File: src/rtl/if_pkg.sv
`default_nettype none
// ============================================================================
// Package : if_pkg
// Brief   : Shared constants and helpers for the instruction prefetch unit.
// Rev     : 1.0 - initial release
// ============================================================================
package if_pkg;

    localparam int          INSTR_BYTES = 4;
    localparam logic [31:0] NOP_INSTR   = 32'h0000_0013;

    // Index width of a queue with 'depth' slots; pointers carry one extra wrap bit.
    function automatic int ptr_width(input int depth);
        return $clog2(depth);
    endfunction

endpackage : if_pkg
`default_nettype wire

File: src/rtl/if_fetch_queue.sv
`default_nettype none
// ============================================================================
// Module : if_fetch_queue
// Brief  : In-order prefetch queue with separate alloc/fill/read pointers.
// Rev    : 1.0 - initial release
// ============================================================================
module if_fetch_queue
    import if_pkg::*;
#(
    parameter int  WORD_BITWIDTH = 32,
    parameter int  DEPTH         = 4,
    localparam int PW            = ptr_width(DEPTH)
) (
    input  logic                     clk,
    input  logic                     rst,
    input  logic                     flush_i,
    input  logic                     alloc_i,
    input  logic [WORD_BITWIDTH-1:0] alloc_pc_i,
    input  logic                     fill_i,
    input  logic [WORD_BITWIDTH-1:0] fill_data_i,
    input  logic                     consume_i,
    output logic [PW:0]              used_o,
    output logic [PW:0]              outstanding_o,
    output logic                     head_valid_o,
    output logic [WORD_BITWIDTH-1:0] head_pc_o,
    output logic [WORD_BITWIDTH-1:0] head_instr_o
);

    localparam logic [PW:0] c_ptr_one = (PW+1)'(1);

    logic [PW:0]              alloc_q;
    logic [PW:0]              fill_q;
    logic [PW:0]              read_q;
    logic [WORD_BITWIDTH-1:0] pc_q    [DEPTH];
    logic [WORD_BITWIDTH-1:0] instr_q [DEPTH];
    logic [DEPTH-1:0]         filled_q;

    logic [PW-1:0]            w_alloc_idx;
    logic [PW-1:0]            w_fill_idx;
    logic [PW-1:0]            w_read_idx;

    assign w_alloc_idx   = alloc_q[PW-1:0];
    assign w_fill_idx    = fill_q[PW-1:0];
    assign w_read_idx    = read_q[PW-1:0];

    assign used_o        = alloc_q - read_q;
    assign outstanding_o = alloc_q - fill_q;

    assign head_valid_o  = filled_q[w_read_idx] && (used_o != '0);
    assign head_pc_o     = pc_q[w_read_idx];
    assign head_instr_o  = instr_q[w_read_idx];

    // Slot indices of alloc, read and fill never collide while the request
    // and response protocol is honoured, so the three updates are independent.
    always_ff @(posedge clk) begin
        if (rst) begin
            alloc_q  <= '0;
            fill_q   <= '0;
            read_q   <= '0;
            filled_q <= '0;
            for (int i = 0; i < DEPTH; i++) begin
                pc_q[i]    <= '0;
                instr_q[i] <= '0;
            end
        end else if (flush_i) begin
            alloc_q  <= '0;
            fill_q   <= '0;
            read_q   <= '0;
            filled_q <= '0;
        end else begin
            if (alloc_i) begin
                pc_q[w_alloc_idx]     <= alloc_pc_i;
                filled_q[w_alloc_idx] <= 1'b0;
                alloc_q               <= alloc_q + c_ptr_one;
            end
            if (consume_i) begin
                filled_q[w_read_idx]  <= 1'b0;
                read_q                <= read_q + c_ptr_one;
            end
            if (fill_i) begin
                instr_q[w_fill_idx]   <= fill_data_i;
                filled_q[w_fill_idx]  <= 1'b1;
                fill_q                <= fill_q + c_ptr_one;
            end
        end
    end

endmodule : if_fetch_queue
`default_nettype wire

File: src/rtl/if_prefetch_unit.sv
`default_nettype none
// ============================================================================
// Module : if_prefetch_unit
// Brief  : Sequential instruction prefetcher with redirect, stall and drop.
// Rev    : 1.0 - initial release
// ============================================================================
module if_prefetch_unit
    import if_pkg::*;
#(
    parameter int                       WORD_BITWIDTH = 32,
    parameter int                       DEPTH         = 4,
    parameter logic [WORD_BITWIDTH-1:0] RESET_PC      = '0,
    localparam int                      PW            = ptr_width(DEPTH)
) (
    input  logic                     clk,
    input  logic                     rst,
    input  logic                     hz_PCWrite,
    input  logic                     redirect_valid,
    input  logic [WORD_BITWIDTH-1:0] redirect_pc,
    output logic                     imem_req_valid,
    input  logic                     imem_req_ready,
    output logic [WORD_BITWIDTH-1:0] imem_req_addr,
    input  logic                     imem_resp_valid,
    input  logic [WORD_BITWIDTH-1:0] imem_resp_data,
    output logic                     if_valid,
    output logic [WORD_BITWIDTH-1:0] if_pc,
    output logic [WORD_BITWIDTH-1:0] if_instr,
    input  logic                     id_ready
);

    localparam logic [PW:0]              c_depth      = (PW+1)'(DEPTH);
    localparam logic [PW:0]              c_cnt_one    = (PW+1)'(1);
    localparam logic [WORD_BITWIDTH-1:0] c_instr_step = WORD_BITWIDTH'(INSTR_BYTES);

    logic [WORD_BITWIDTH-1:0] fetch_pc_q;
    logic [WORD_BITWIDTH-1:0] fetch_pc_d;
    logic                     held_q;
    logic                     held_d;
    logic [PW:0]              drop_cnt_q;
    logic [PW:0]              drop_cnt_d;

    logic [PW:0]              w_used;
    logic [PW:0]              w_outstanding;
    logic                     w_req_fire;
    logic                     w_resp_take;
    logic                     w_consume;
    logic                     w_unused_pc_lsbs;

    assign w_unused_pc_lsbs = ^redirect_pc[1:0];

    // A request already on the bus is held through a hazard stall; only a
    // redirect (or reset) may withdraw it.
    assign imem_req_valid = !rst && !redirect_valid && (w_used < c_depth)
                            && (held_q || !hz_PCWrite);
    assign imem_req_addr  = fetch_pc_q;

    assign w_req_fire  = imem_req_valid && imem_req_ready;
    assign w_resp_take = imem_resp_valid && !redirect_valid && (drop_cnt_q == '0);
    assign w_consume   = if_valid && id_ready && !redirect_valid;

    always_comb begin
        fetch_pc_d = fetch_pc_q;
        held_d     = held_q;
        drop_cnt_d = drop_cnt_q;
        if (redirect_valid) begin
            fetch_pc_d = {redirect_pc[WORD_BITWIDTH-1:2], 2'b00};
            held_d     = 1'b0;
            // Everything still in flight becomes stale; a response landing in
            // this very cycle is one of them and is consumed right now.
            drop_cnt_d = drop_cnt_q + w_outstanding
                         - {{PW{1'b0}}, imem_resp_valid};
        end else begin
            held_d = imem_req_valid && !imem_req_ready;
            if (w_req_fire) begin
                fetch_pc_d = fetch_pc_q + c_instr_step;
            end
            if (imem_resp_valid && (drop_cnt_q != '0)) begin
                drop_cnt_d = drop_cnt_q - c_cnt_one;
            end
        end
    end

    always_ff @(posedge clk) begin
        if (rst) begin
            fetch_pc_q <= RESET_PC;
            held_q     <= 1'b0;
            drop_cnt_q <= '0;
        end else begin
            fetch_pc_q <= fetch_pc_d;
            held_q     <= held_d;
            drop_cnt_q <= drop_cnt_d;
        end
    end

    if_fetch_queue #(
        .WORD_BITWIDTH (WORD_BITWIDTH),
        .DEPTH         (DEPTH)
    ) u_queue (
        .clk           (clk),
        .rst           (rst),
        .flush_i       (redirect_valid),
        .alloc_i       (w_req_fire),
        .alloc_pc_i    (fetch_pc_q),
        .fill_i        (w_resp_take),
        .fill_data_i   (imem_resp_data),
        .consume_i     (w_consume),
        .used_o        (w_used),
        .outstanding_o (w_outstanding),
        .head_valid_o  (if_valid),
        .head_pc_o     (if_pc),
        .head_instr_o  (if_instr)
    );

endmodule : if_prefetch_unit
`default_nettype wire

File: config.mk
export PLATFORM = sky130hd
export DESIGN_NAME = if_prefetch_unit
export DESIGN_NICKNAME = d
export VERILOG_FILES = /design/src/rtl/if_pkg.sv /design/src/rtl/if_fetch_queue.sv /design/src/rtl/if_prefetch_unit.sv
export SDC_FILE = /design/constraint.sdc
export NUM_CORES = 1
export LEC_CHECK = 0
export BUFFER_PORTS_ARGS = -buffer_cell sky130_fd_sc_hd__buf_2
export CAP_MARGIN = 30
export CORE_MARGIN = 5
export CORE_UTILIZATION = 45
export CTS_CLUSTER_SIZE = 10
export DETAILED_ROUTE_END_ITERATION = 12
export GPL_ROUTABILITY_DRIVEN = 0
export PLACE_DENSITY_LB_ADDON = 0.2
export REMOVE_ABC_BUFFERS = 1
export SLEW_MARGIN = 5
export SYNTH_ARGS = -nofsm -noshare
export SYNTH_HDL_FRONTEND = slang
export SYNTH_SLANG_ARGS = --single-unit
File: constraint.sdc
create_clock -name clk -period 11.7 [get_ports clk]
set_input_delay 0.585 -clock clk [delete_from_list [all_inputs] [get_ports clk]]
set_output_delay 0.585 -clock clk [all_outputs]
set_load 0.02 [all_outputs]
# Yosys cells after proc, flatten, opt, wreduce, memory -nomap -nowiden
# Memories as Yosys holds them, arrays and structs flattened. A register that Yosys moved wholly into a read port is not among the register bits.
# Index checks and enable logic that the tools add are counted.
# word_totals
reg_bits,49
out_inout_bits,98
in_bits,71
mem_count,2
mem_bits_rw,256
word_cells,97
# mem_list
name,words,width,read_ports,rd_clocked_by_memory_dff,wr,line_no,source
u_queue.instr_q,4,32,1,1,4,if_fetch_queue.sv:35,logic [WORD_BITWIDTH-1:0] instr_q [DEPTH];
u_queue.pc_q,4,32,1,1,4,if_fetch_queue.sv:34,logic [WORD_BITWIDTH-1:0] pc_q [DEPTH];
# op_classes
add_sub_neg,9
n_lt_le_gt_ge,7
n_reduce_logical,27
muxes,39
bitwise,5
# op_table
cell,count
$mux 32,4
$reduce_or 32->1,2
$add 32x3->32 const B,1
$mux 4,7
$mux 1,16
$logic_and 1x1->1,14
$mux 2,6
$add 3x1->3 const B,3
$lt 2x3->1 const B,3
$and 4x4->4,2
$not 4->4,2
$demux 1 s2,3
$ge 2x1->1 const B,3
$mux 3,2
$reduce_bool 3->1,2
$sub 3x3->3,2
$logic_not 1->1,4
$or 4x4->4,1
$reduce_bool 2->1,2
$add 3x3->3,1
$logic_not 3->1,1
$lt 3x3->1 const B,1
$sub 3x1->3,1
$sub 3x1->3 const B,1
other kinds (3),3

# Longest topological paths before layout
# depth
ltp_word,15
depth_mapped,11
mapped_depth_nobuf,11

# Modules after synthesis
# From an unflattened synthesis, not the netlist that was laid out.
# hier_totals
cells_unflattened,989
area_unflattened_um2,14112.3
# modules_own_cells
mod,n_inst,cells_per_inst,area_per_inst_um2,seq_area_each_um2
if_fetch_queue,1,726,11955.2,7987.7
if_prefetch_unit,1,263,2157.1,680.7

# Worst setup path after synthesis
# Ideal clock, no wire load.
# synth_timing
path_kind,register -> register
startpoint,reg u_queue.alloc_q[1]
endpoint,"mem u_queue.pc_q[1][10], enable pin"
synth_period_minus_slack_ns,4.459
setup_ns,0.459
required_ns,11.241
n_path_buf,0
arrival_ns,4.001
path_slack_ns,7.241
path_stages_with_launch,7
cell_sequence,dfxtp_1 clkinv_1 fa_1 xnor3_1 and4_1 nand2_1 o21ai_0
# synth_rtl
element,line_no,source
start: declaration,if_fetch_queue.sv:31,logic [PW:0] alloc_q;
start signal: assignment,if_fetch_queue.sv:74,alloc_q <= alloc_q + c_ptr_one;
end: declaration,if_fetch_queue.sv:34,

==> metrics.csv <==
metric,value,unit
die_h,183.9,um
io_pins,169,
whs_path_depth,2,
fmax,195.8,MHz
viasPerCell,5.448,
end_kind,flop,
r2r-start,u_queue.alloc_q[1],
critPathRequiredTime,12.06,ns
busiest_layer,met2,
vias,8450,
tightest_slew,0.9835,ns
start_util,0.4581,
cp_max_fo,49,
synth_flop_cell,edfxtp_1,
hold_class,primary input to flop,
hold_viol,0,
holdBufCountCts,0,
drt_iter0_drc,501,
cts.sinks,297,
synth_adder_area_share,0.02298,
grt_pass1_vias,8768,
finalNonFillerCells,1551,
avgRoutedWirePerCell,20.89,um
grt_max_degree,50,
met2_usage,0.3234,
min_from,imem_req_ready,
grt_pass1_wl,50.56,mm
mappedNetlistArea,13610,um^2
htree_num_levels,2,
regArea,8436,um^2
fillers,2544,
grt_usage,0.1916,
reg2regPathDepth,9,
synth-simple-area-share,0.1742,
setup_viol,0,
met1_usage,0.2590,
drive_above_1_share,0.2675,
outcome,"complete, no violations",
dieArea,33830,um^2
dp_hpwl,19.68,mm
globalRouteMet3Util,0.03067,
fin_crit_sh,0.4365,
drc,0,
yosys.area.top_type,edfxtp_1,
ys_seq_elements,297,
holdPathEnd,held_q,
crit_path_start_kind,flop,
rsz0062_at_grt,false,
worstSkewPairLatency,0.50,ns
multiInputGateArea,4890,um^2
ys_seq_area_frac,0.6191,
rows,63,
skew,0.01899,ns
synth_compound_area_frac,0.03943,
detail_route.first_pass.iterations,5,
design_area,15910,um^2
portBuffers,162,
detail-route-antenna-nets,0,
critical_path_arrival,5.47,ns
synth-edff-count,248,
cts_root_buf,clkbuf_16,
syn_inst,978,
path_clk_slew,0.05,ns
wirelength,32.40,mm
r2r_slack,6.59,ns
r2r_end,u_queue.pc_q[2][14],
slew_viol_final,0,
p_leak,5.982,nW
cts_tree,built,
post_cts_buffers,0,
grt_overflow_total,0,
fin_crit,5.107,ns
synth.area.top_cells,"edfxtp_1 55%, and2_1 10%, mux4_2 10%",
slew_headroom,0.3403,
peakVddDrop,0.00009639,V
synth_xor_area_frac,0.01112,
maxCapViolations,0,
synthMuxAreaShare,0.1065,
place_inst,1485,
final_nets,1227,
cts_resized,0,
synth_top_family_by_area,simple AND/OR/NAND/NOR gates,
setup_tns,0,ns
core_area,29720,um^2
synth.distinct_cells,57,
place_area,14850,um^2
async_reset_ff_frac,0,
critical_path_class,flop to flop,
yosysTopAreaCellShare,0.5470,
whs,0.3125,ns
syn2layout_area_growth,16.87,%
antenna_found_initial,2,
syn_area_per_cell,13.92,um^2
clockBufferDepth,3,
cts-buffers-inserted,36,
die_w,183.9,um
power_density,152.0,nW/um^2
yosysWarnings,0,
Yosys cell counts (all sizes together) (2+ instances only):
cell type  instances
xnor2              8
nor4               7
nand2b             2
clkinv             2
and3               5
a32oi              2
mux4              63
a22o               2
a31oi             18
a311oi             2
or3                5
nor3              23
edfxtp           248
a22oi              2
dfxtp             49
a211oi             5
or4                6
o311ai             4
a21oi             19
buf               20
and2             229
mux2i              2
fa                 5
o211ai             3
and4               3
nand2             51
o21a               2
nand3             14
a221oi             2
or2                8
nor2              36
inv               17
ha                17
a41oi              4
xor2               4
clkbuf            46
o21ai             16
nand4             20
flip-flops by register name, indices dropped and copies added, names as in the netlist, named ones only:
register and cells:
u_queue.alloc_q 3, drop_cnt_q 3, u_queue.fill_q 3, imem_req_addr 30, u_queue.filled_q 4, u_queue.pc_q 120
u_queue.read_q 3, held_q 1, u_queue.instr_q 128
cells in the final DEF (no fill, tap or decap), types with 6 or more instances in the layout:
master     instances
nor3_1            23
nand3_1           13
buf_4             17
o21ai_0           12
inv_1             17
a31oi_1           18
edfxtp_1         248
xnor2_1            8
a21oi_1           19
ha_1              17
nor2_1            36
nand2_1           50
and2_1           227
clkbuf_1          23
nand4_1           17
clkbuf_16         37
buf_2            162
dfxtp_1           47
or2_2              8
mux4_2            63
or4_1              6
worst max-delay path by stage:
stage	to	slack, ns	start	cells past startpoint
2_1_floorplan	u_queue.pc_q[0][10]	6.06	u_queue.alloc_q[1]	6
3_3_place_gp	u_queue.pc_q[2][18]	6.59	u_queue.alloc_q[1]	9
3_5_place_dp	u_queue.pc_q[2][14]	6.62	u_queue.alloc_q[1]	9
4_1_cts	u_queue.pc_q[2][14]	6.58	u_queue.alloc_q[1]	9
5_1_grt	u_queue.pc_q[2][19]	6.16	u_queue.alloc_q[1]	9
6_report	u_queue.pc_q[2][14]	6.59	u_queue.alloc_q[1]	9
logic make-up (layout without fill, tap and decap cells):
logic type               count (synthesis)  count (layout)
AO/OA/AOI/OAI                           83              83
flip-flops                             297             297
XOR/XNOR                                14              14
adder cells (fa/ha/maj)                 22              22
other                                    1               6
AND/OR/NAND/NOR                        410             410
buffers and inverters                   85             263
multiplexers                            66              66
worst max-delay path, stage by stage (launching register included):
cell and delay [ns]:
dfxtp_1 0.87, clkinv_1 0.69, fa_1 0.64, xnor3_1 0.24, and4_1 0.18, buf_4 0.49
nand2_1 0.51, nor2_1 0.84, buf_4 0.33, and2_1 0.15
per-stage QoR:
step	setup WS (ns)	power, mW	utilization
floorplan	6.057	1.360	-
global placement	6.592	1.444	0.4988
detailed placement	6.625	1.448	0.4997
CTS	6.584	2.445	0.5346
global route	6.160	2.511	0.5353
finish	6.593	2.418	0.5354
final cells by class:
cell class,instances,share of cell area
well taps,390,0.03067
clock buffers,61,0.06448
flip-flops and latches,297,0.5302
inverters,19,0.004482
multi-input cells,599,0.3073
clock inverters,2,0.0006291
repair buffers,181,0.06196
diodes,2,0.0003145
routing by layer:
layer,vias up,share of wire
met1,4223,0.43
met3,51,0.052
li1,3939,-
met5,-,0.00040
met2,235,0.50
met4,2,0.023
where the power goes:
part,total [mW],internal (mW),leakage [nW],switching (mW)
logic,0.201,0.0749,2.52,0.126
registers,1.22,1.20,2.97,0.0263
clock network,0.994,0.593,0.498,0.402
total,2.42,1.86,5.98,0.554
(Power assumes the default switching activity.)
